$ cat config.mk
export PLATFORM = sky130hd
export DESIGN_NAME = io_wait_controller
export DESIGN_NICKNAME = d
export VERILOG_FILES = /design/src/rtl/io_wait_controller_pkg.sv /design/src/rtl/io_sync_fifo.sv /design/src/rtl/io_wait_controller.sv
export SDC_FILE = /design/constraint.sdc
export NUM_CORES = 1
export LEC_CHECK = 0
export ABC_CLOCK_PERIOD_IN_PS = 5050
export CAP_MARGIN = 0
export CELL_PAD_IN_SITES_DETAIL_PLACEMENT = 1
export CELL_PAD_IN_SITES_GLOBAL_PLACEMENT = 2
export CORE_ASPECT_RATIO = 1.4
export CORE_MARGIN = 10
export CORE_UTILIZATION = 30
export DETAILED_ROUTE_END_ITERATION = 7
export PLACE_DENSITY = 0.7
export SYNTH_ARGS = -nofsm -noshare
export SYNTH_HDL_FRONTEND = slang
export SYNTH_SLANG_ARGS = --single-unit
export TNS_END_PERCENT = 100
$ cat constraint.sdc
create_clock -name clk -period 5.05 [get_ports clk]
set_clock_uncertainty 0.1 [all_clocks]
set_input_delay 1.515 -clock clk [delete_from_list [all_inputs] [get_ports clk]]
set_output_delay 1.515 -clock clk [all_outputs]
set_load 0.01 [all_outputs]
$ cat src/rtl/io_wait_controller_pkg.sv
// Shared definitions for the blocking-input wait controller:
// I/O opcodes, FSM state encoding and the opcode field extractor.
package io_wait_controller_pkg;

  localparam int unsigned OP_W = 6;

  // Opcodes of the two blocking input instructions
  localparam logic [OP_W-1:0] OP_INPUTB  = 6'h30;
  localparam logic [OP_W-1:0] OP_READKEY = 6'h31;

  typedef enum logic [1:0] {
    ST_IDLE     = 2'd0,
    ST_WAIT_RX  = 2'd1,
    ST_WAIT_KEY = 2'd2
  } wait_state_e;

  // Opcode lives in the top six bits of the instruction word
  function automatic logic [OP_W-1:0] inst_op(input logic [31:0] inst);
    return inst[31:26];
  endfunction

endpackage

$ cat src/rtl/io_sync_fifo.sv
// Synchronous FIFO with drop-on-full and a sticky overflow flag.
// Ports:
//   clk, rst_n       clock, async active-low reset
//   push, push_data  write strobe and data (dropped when full without a pop)
//   pop              read strobe (ignored when empty)
//   ovf_clr          clears overflow; a same-cycle drop keeps it set
//   head             oldest entry (valid when !empty)
//   full, empty      occupancy flags
//   count            occupancy, 0..DEPTH
//   overflow         sticky: a push was dropped
module io_sync_fifo #(
  parameter int unsigned WIDTH = 8,
  parameter int unsigned DEPTH = 16
) (
  input  logic                     clk,
  input  logic                     rst_n,
  input  logic                     push,
  input  logic [WIDTH-1:0]         push_data,
  input  logic                     pop,
  input  logic                     ovf_clr,
  output logic [WIDTH-1:0]         head,
  output logic                     full,
  output logic                     empty,
  output logic [$clog2(DEPTH):0]   count,
  output logic                     overflow
);

  localparam int unsigned PTR_W = $clog2(DEPTH);
  localparam int unsigned CNT_W = PTR_W + 1;

  logic [WIDTH-1:0] mem [DEPTH];
  logic [PTR_W-1:0] wr_ptr;
  logic [PTR_W-1:0] rd_ptr;
  logic             do_push;
  logic             do_pop;
  logic             drop;

  assign full  = (count == CNT_W'(DEPTH));
  assign empty = (count == '0);
  assign head  = mem[rd_ptr];

  // A pop frees the slot this cycle, so a push into a full FIFO is accepted alongside it
  assign do_pop  = pop && !empty;
  assign do_push = push && (!full || do_pop);
  assign drop    = push && full && !do_pop;

  // Storage carries no reset; only pointers and count define validity
  always_ff @(posedge clk) begin
    if (do_push) begin
      mem[wr_ptr] <= push_data;
    end
  end

  // Pointers wrap naturally since DEPTH is a power of two
  always_ff @(posedge clk or negedge rst_n) begin
    if (!rst_n) begin
      wr_ptr <= '0;
      rd_ptr <= '0;
      count  <= '0;
    end else begin
      if (do_push) wr_ptr <= wr_ptr + PTR_W'(1);
      if (do_pop)  rd_ptr <= rd_ptr + PTR_W'(1);
      case ({do_push, do_pop})
        2'b10:   count <= count + CNT_W'(1);
        2'b01:   count <= count - CNT_W'(1);
        default: count <= count;
      endcase
    end
  end

  // Set wins over clear
  always_ff @(posedge clk or negedge rst_n) begin
    if (!rst_n) begin
      overflow <= 1'b0;
    end else if (drop) begin
      overflow <= 1'b1;
    end else if (ovf_clr) begin
      overflow <= 1'b0;
    end
  end

endmodule

$ cat src/rtl/io_wait_controller.sv
// Blocking input controller for INPUTB (UART RX) and READKEY (keyboard).
// Buffers each source in a FIFO, freezes the pipeline while the decode-stage
// instruction has no data, and pops one entry per advancing instruction.
// Ports:
//   clk, rst_n               clock, async active-low reset
//   inst, inst_valid         decode-stage instruction and its valid flag
//   advance                  decode moves forward this cycle
//   rx_push, rx_byte         UART receive strobe/data
//   key_push, key_code       keyboard strobe/scan code
//   ovf_clr                  clears both overflow flags
//   freeze                   combinational stall request (0 during reset)
//   io_data, io_data_valid   popped value for writeback, one cycle after pop
//   rx_overflow, key_overflow sticky drop flags
//   rx_count                 RX FIFO occupancy
//   wait_cycles              saturating count of cycles spent waiting
module io_wait_controller
  import io_wait_controller_pkg::*;
#(
  parameter int unsigned RX_DEPTH   = 16,
  parameter int unsigned KEY_DEPTH  = 4,
  parameter int unsigned WAIT_CNT_W = 16
) (
  input  logic                        clk,
  input  logic                        rst_n,
  input  logic [31:0]                 inst,
  input  logic                        inst_valid,
  input  logic                        advance,
  input  logic                        rx_push,
  input  logic [7:0]                  rx_byte,
  input  logic                        key_push,
  input  logic [7:0]                  key_code,
  input  logic                        ovf_clr,
  output logic                        freeze,
  output logic [7:0]                  io_data,
  output logic                        io_data_valid,
  output logic                        rx_overflow,
  output logic                        key_overflow,
  output logic [$clog2(RX_DEPTH):0]   rx_count,
  output logic [WAIT_CNT_W-1:0]       wait_cycles
);

  localparam int unsigned DATA_W = 8;

  wait_state_e state;
  wait_state_e state_d;

  logic [OP_W-1:0]              op;
  logic                         is_rx;
  logic                         is_key;
  logic                         pop_rx;
  logic                         pop_key;
  logic [DATA_W-1:0]            rx_head;
  logic [DATA_W-1:0]            key_head;
  logic                         rx_empty;
  logic                         key_empty;
  logic                         rx_full_unused;
  logic                         key_full_unused;
  logic [$clog2(KEY_DEPTH):0]   key_count_unused;
  logic                         inst_low_unused;

  // Only the opcode field matters here
  assign inst_low_unused = ^inst[25:0];

  assign op     = inst_op(inst);
  assign is_rx  = inst_valid && (op == OP_INPUTB);
  assign is_key = inst_valid && (op == OP_READKEY);

  // Registered occupancy: a same-cycle push does not release the stall
  assign freeze = rst_n && ((is_rx && rx_empty) || (is_key && key_empty));

  assign pop_rx  = is_rx && !rx_empty && advance;
  assign pop_key = is_key && !key_empty && advance;

  io_sync_fifo #(
    .WIDTH (DATA_W),
    .DEPTH (RX_DEPTH)
  ) u_rx_fifo (
    .clk       (clk),
    .rst_n     (rst_n),
    .push      (rx_push),
    .push_data (rx_byte),
    .pop       (pop_rx),
    .ovf_clr   (ovf_clr),
    .head      (rx_head),
    .full      (rx_full_unused),
    .empty     (rx_empty),
    .count     (rx_count),
    .overflow  (rx_overflow)
  );

  io_sync_fifo #(
    .WIDTH (DATA_W),
    .DEPTH (KEY_DEPTH)
  ) u_key_fifo (
    .clk       (clk),
    .rst_n     (rst_n),
    .push      (key_push),
    .push_data (key_code),
    .pop       (pop_key),
    .ovf_clr   (ovf_clr),
    .head      (key_head),
    .full      (key_full_unused),
    .empty     (key_empty),
    .count     (key_count_unused),
    .overflow  (key_overflow)
  );

  // State register
  always_ff @(posedge clk or negedge rst_n) begin
    if (!rst_n) begin
      state <= ST_IDLE;
    end else begin
      state <= state_d;
    end
  end

  // Next state re-derived from the current instruction every cycle, so a
  // flush, bubble or data arrival all fall back to IDLE
  always_comb begin
    state_d = ST_IDLE;
    if (is_rx && rx_empty) begin
      state_d = ST_WAIT_RX;
    end else if (is_key && key_empty) begin
      state_d = ST_WAIT_KEY;
    end
  end

  // Writeback data; the opcodes are exclusive so at most one pop per cycle
  always_ff @(posedge clk or negedge rst_n) begin
    if (!rst_n) begin
      io_data       <= '0;
      io_data_valid <= 1'b0;
    end else begin
      io_data_valid <= pop_rx || pop_key;
      if (pop_rx) begin
        io_data <= rx_head;
      end else if (pop_key) begin
        io_data <= key_head;
      end
    end
  end

  // Saturating stall-cycle counter
  always_ff @(posedge clk or negedge rst_n) begin
    if (!rst_n) begin
      wait_cycles <= '0;
    end else if ((state != ST_IDLE) && (wait_cycles != {WAIT_CNT_W{1'b1}})) begin
      wait_cycles <= wait_cycles + WAIT_CNT_W'(1);
    end
  end

endmodule

After elaboration in Yosys (flattened, before gate mapping) --
Memory sizes are Yosys's and may differ from the RTL's. Cells that the tools add are included.
Storage, ports and cells: register bits after elaboration 49, memory bits (writable) 160, input port bits 55, output and inout bits 33, word-level logic and storage cells 81, memories kept 2
Operators by class: $add $sub $neg 9, eq/ne operators 9, mux-type cells 13, reductions and logical operators 36
Memory list:
- u_rx_fifo.mem | words 16, width 8, read ports 1, clocked after Yosys merged registers in 0, write ports 1, line io_sync_fifo.sv:31 | logic [WIDTH-1:0] mem [DEPTH];
- u_key_fifo.mem | words 4, width 8, read ports 1, clocked after Yosys merged registers in 0, write ports 1, line io_sync_fifo.sv:31
Operators by type and width (number):
- $logic_and A1 B1 Y1 | 18
- $add A16 B1 Y16 const B | 1
- $mux W8 | 2
- $ne A16 B16 Y1 const B | 1
- $eq A6 B6 Y1 const B | 2
- $reduce_bool A2 Y1 | 6
- $pmux W5 S2 | 1
- $add A4 B1 Y4 const B | 2
- $mux W1 | 7
- $logic_not A1 Y1 | 6
- $pmux W3 S2 | 1
- $add A5 B1 Y5 const B | 1
- $eq A5 B5 Y1 const B | 1
- $logic_not A5 Y1 | 1
- $sub A5 B1 Y5 const B | 1
- $add A2 B1 Y2 const B | 2
- $eq A2 B1 Y1 const B | 2
- $eq A2 B2 Y1 const B | 2
- $logic_or A1 B1 Y1 | 4
- $mux W2 | 2
- $add A3 B1 Y3 const B | 1
- $eq A3 B3 Y1 const B | 1
- $logic_not A3 Y1 | 1
- $sub A3 B1 Y3 const B | 1

Longest topological paths before layout --
word-level depth 9, gate-level depth with buffers 11, depth with buffers taken out 10

By module --
A second synthesis with hierarchy kept.
Unflattened totals: cells, all modules 526, area, all modules 8738.4 µm²
Modules (own cells, without submodules):
- io_sync_fifo (u_rx_fifo) | times used 1, cells each 308, area each 5765.5 µm², sequential area each 4194.0 µm²
- io_sync_fifo (u_key_fifo) | times used 1, cells each 84, area each 1630.3 µm², sequential area each 1161.1 µm²
- io_wait_controller | times used 1, cells each 134, area each 1342.5 µm², sequential area each 675.6 µm²

Worst setup path before layout --
No wires, ideal clock.
path kind input port to output port, start input port inst[27], end output port freeze, arrival 2.406 ns, data required time 3.435 ns, path slack 1.029 ns, stages 4, buffers on the path 0, cells stage by stage nor4b_1 and2_1 nor3b_1 o21a_1
Between the ends: cells in the longest elaborated chain, start to end 5, elaborated cells between the ends (all ways) 8, classes of those cells 2 x eq/ne; 6 x reduce/logical
Ends and longest elaborated chain:
- from (decl) | line io_wait_controller.sv:25 | input logic [31:0] inst,
- $eq A6 B6 Y1 (on tied branches) | line io_wait_controller.sv:65, io_wait_controller.sv:66
- $logic_and A1 B1 Y1 (on tied branches) | line io_wait_controller.sv:65, io_wait_controller.sv:66
- $logic_and A1 B1 Y1 | line io_wait_controller.sv:69 | assign freeze = rst_n && ((is_rx && rx_empty) || (is_key && key_empty));
- $logic_or A1 B1 Y1 * | line io_wait_controller.sv:69
- $logic_and A1 B1 Y1 * | line io_wait_controller.sv:69
- to (decl) | line io_wait_controller.sv:33 | output logic freeze,
Mark *: on every way between the ends. The rest lies on a longest branch, timed or not.

Worst setup path in the final report --
start input port inst[28], end output port freeze
The elaborated chain is that of the path after synthesis.

==> impl_metrics.csv <==
group,metric,value,unit
flow_run,maxCapViolations,0,
setup_path,cp_data_required_time,3.44,ns
setup_path,worstPathArrival,2.92,ns
cells_and_area,final_cell_count_no_fill,974,
synthesis,ys_seq_elements,209,
timing,final.setup.tns,0,ns
timing,min_period_over_period,89.9,%
detailed_routing,wirelength,19400,µm
detailed_routing,wl_met2,10600,µm
setup_path,cpPeakStageDelay,0.43,ns
grt,antenna_found_initial,0,
cts,cts_hold_buf,0,
cts,h-tree-depth,1,
timing,fmax,0.220,GHz
setup_path,cp_max_fo,2,
setup_path,slowest_stage,"clkdlybuf4s50_1",
timing,setup_viol,0,
synthesis,seq_area_frac_synth,70.6,%
die,die_w,163,µm
cts,cts.clk_slew.worst_paths,0.06,ns
setup_path,crit_buf_inv,2,
synthesis,synthesis.nets,564,
setup_path,regToRegSetupSlack,2.34,ns
cells_and_area,multi_input_area,0.00239,mm²
synthesis,synth_ff_type,"edfxtp_1",
placement,gp_congestion,0.753,
timing,worst_pin_slew,0.915,ns
detailed_routing,vias,4597,
outcome,outcome,"finished, final reports clean",
setup_path,reg2reg_depth,5,
die,core,0.0282,mm²
die,start_util,30.3,%
synthesis,synth_cell_type_count,47,
die,ioPinCount,88,
grt,grt_pass1_wl,30400,µm
die,die_area,0.0357,mm²
timing,rsz0062_at_grt,"no",
cts,clk_latency,0.51,ns
cts,cts_sinks,209,
cts,numCtsBuffers,20,
cells_and_area,areaGrowthSynthToFinish,21.4,%
detailed_routing,drt_iter0_drc,156,
power_and_ir_drop,power.total,4440,µW
detailed_routing,drtAntennaViolNets,0,
detailed_routing,dr.pass1.iters,5,
detailed_routing,routed.top_layer,"met4",
power_and_ir_drop,p_leak,0.00361,µW
setup_path,crit_family,"simple AND/OR/NAND/NOR gates",
detailed_routing,routedWlPerCell,19.9,µm
setup_path,rr_endpoint,"io_data[3]",
timing,finalMaxSlewViolations,0,
hold_path,holdPathStages,1,
grt,grt_start_max_net_pins,50,
hold_path,hold_end,"wait_cycles[12]",
setup_path,cp.depth,6,
die,rows,73,
setup_path,r2r_start,"u_rx_fifo.rd_ptr[0]",
timing,fin_hold_ws,0.391,ns
hold_path,min_path_type,"flip-flop to flip-flop",
cells_and_area,fill_cells,2822,
hold_path,hp-start,"wait_cycles[12]",
cells_and_area,final_nets,654,
power_and_ir_drop,vdd_drop_max,168,µV
synthesis,async_flop_share,23.4,%
detailed_routing,via_per_inst,4.72,
grt,grt_pass1_vias,5218,
cts,cts_tree,"built",
detailed_routing,wl_met1,7570,µm
timing,worst_slack,0.510,ns
timing,period_minus_slack,4.54,ns
setup_path,start_kind,"primary input",
synthesis,syn_area_per_cell,17.3,µm²
detailed_routing,drc,0,
cells_and_area,drive_gt1_share,18.5,%
placement,dp_hpwl,13600,µm
setup_path,critPathKind,"primary input to output pin",
cells_and_area,seqCellArea,0.00603,mm²
placement,dp.cells,937,
die,chipHeight,220,µm
synthesis,netlist_area,0.00854,mm²
placement,portBuffers,61,
setup_path,path_cells,"clkdlybuf4s50_1, nor4b_2, and2_1, nor3b_4, o21a_1, dlymetal6s2s_1",
synthesis,synth-edff-count,160,
setup_path,critPathCaptureType,"output pin",
synthesis,syn_inst,495,
timing,relSlewSlack,39.0,%
cells_and_area,diodes,0,
power_and_ir_drop,powerDensity,428,mW/mm²
grt,grt_overflow_total,0,
synthesis,yosys_warnings,0,
cts,cts_buffer_depth,3,
grt,grt_use_total,10.9,%
cts,ctsRootBufferMaster,"clkbuf_16",
placement,place_ws,-0.119,ns
detailed_routing,route.met3.wl,738,µm
timing,final-hold-violation-count,0,
[worst max-delay path by stage]
stage / from / to / slack [ns]
floorplan: inst[27] / freeze / 1.03
global placement: inst[27] / freeze / -0.04
detailed placement: inst[27] / freeze / -0.12
CTS: inst[27] / freeze / 0.07
global route: inst[28] / freeze / 0.35
finish: inst[28] / freeze / 0.51
[placed cells by master, fill, tap and decap left out, drive strengths merged, types with 3 or more instances in the layout]
cell | Yosys | routed
nand2b | 4 | 4
edfxtp | 160 | 160
nand2 | 24 | 24
clkbuf | 10 | 27
nor2 | 20 | 20
nor4 | 3 | 3
xor2 | 10 | 10
and3 | 11 | 11
mux4 | 40 | 40
nor3 | 10 | 10
and2 | 7 | 7
nand4 | 8 | 8
ha | 13 | 13
o211ai | 3 | 3
xnor2 | 21 | 21
buf | 10 | 28
mux2i | 9 | 9
clkinv | 0 | 8
o21ai | 5 | 5
clkdlybuf4s50 | 0 | 59
a21oi | 10 | 10
a31oi | 5 | 5
inv | 16 | 17
dfrtp | 49 | 49
a22oi | 17 | 17
nand3 | 8 | 8
[per-layer routing]
metal | global-route usage [%] | vias up
met1 | 12.0 | 2396
met2 | 20.7 | 78
met3 | 1.94 | 28
met5 | 0 | -
met4 | 3.49 | 0
li1 | - | 2095
[power by group]
group | total, µW | switching [µW] | internal [µW]
Sequential | 2280 | 183 | 2100
Clock | 1400 | 633 | 770
Combinational | 754 | 388 | 366
Total | 4440 | 1200 | 3240
[cells in the mapped netlist (11+ instances only)]
cell | number | area share, %
inv_1 | 15 | 0.66
edfxtp_1 | 160 | 56
and3_1 | 11 | 0.81
nor2_1 | 20 | 0.88
ha_1 | 13 | 1.9
nand2_1 | 24 | 1.1
a22oi_1 | 17 | 1.5
xnor2_1 | 21 | 2.2
mux4_2 | 40 | 11
dfrtp_1 | 49 | 14
[state kept, by name, indices dropped and copies added (netlist names), 3 cells and up]
signal,count
u_rx_fifo.mem,128
u_key_fifo.mem,32
wait_cycles,16
io_data,8
u_rx_fifo.count,5
u_rx_fifo.rd_ptr,4
u_rx_fifo.wr_ptr,4
u_key_fifo.count,3
[repair_timing]
item,in CTS,in global routing
pin swaps,0,2
setup endpoints to repair,1,1
gates resized for setup,2,2
setup buffers,0,1
[stage by stage]
step | cell area [µm²] | utilization, %
2_1_floorplan | 8540 | -
5_1_grt | 10400 | 36.7
4_1_cts | 10400 | 36.7
3_3_place_gp | 9730 | 34.5
6_report | 10400 | 36.7
3_5_place_dp | 9730 | 34.5
[logic make-up after synthesis]
logic type               Yosys count  synth area share (%)
AO/OA/AOI/OAI                     47                  3.95
XOR/XNOR                          31                  3.18
adder cells (fa/ha/maj)           14                  2.14
buffers and inverters             36                  1.66
flip-flops                       209                  70.6
multiplexers                      51                  11.9
AND/OR/NAND/NOR                  107                  6.61
[cell type report]
class | instances | area share (%)
repair buffers | 88 | 7.82
clock inverters | 9 | 0.615
well taps | 375 | 4.52
multi-input cells | 250 | 23.0
flip-flops and latches | 209 | 58.2
inverters | 16 | 0.579
clock buffers | 27 | 5.27
No activity file was read; power rests on OpenSTA's default activity.
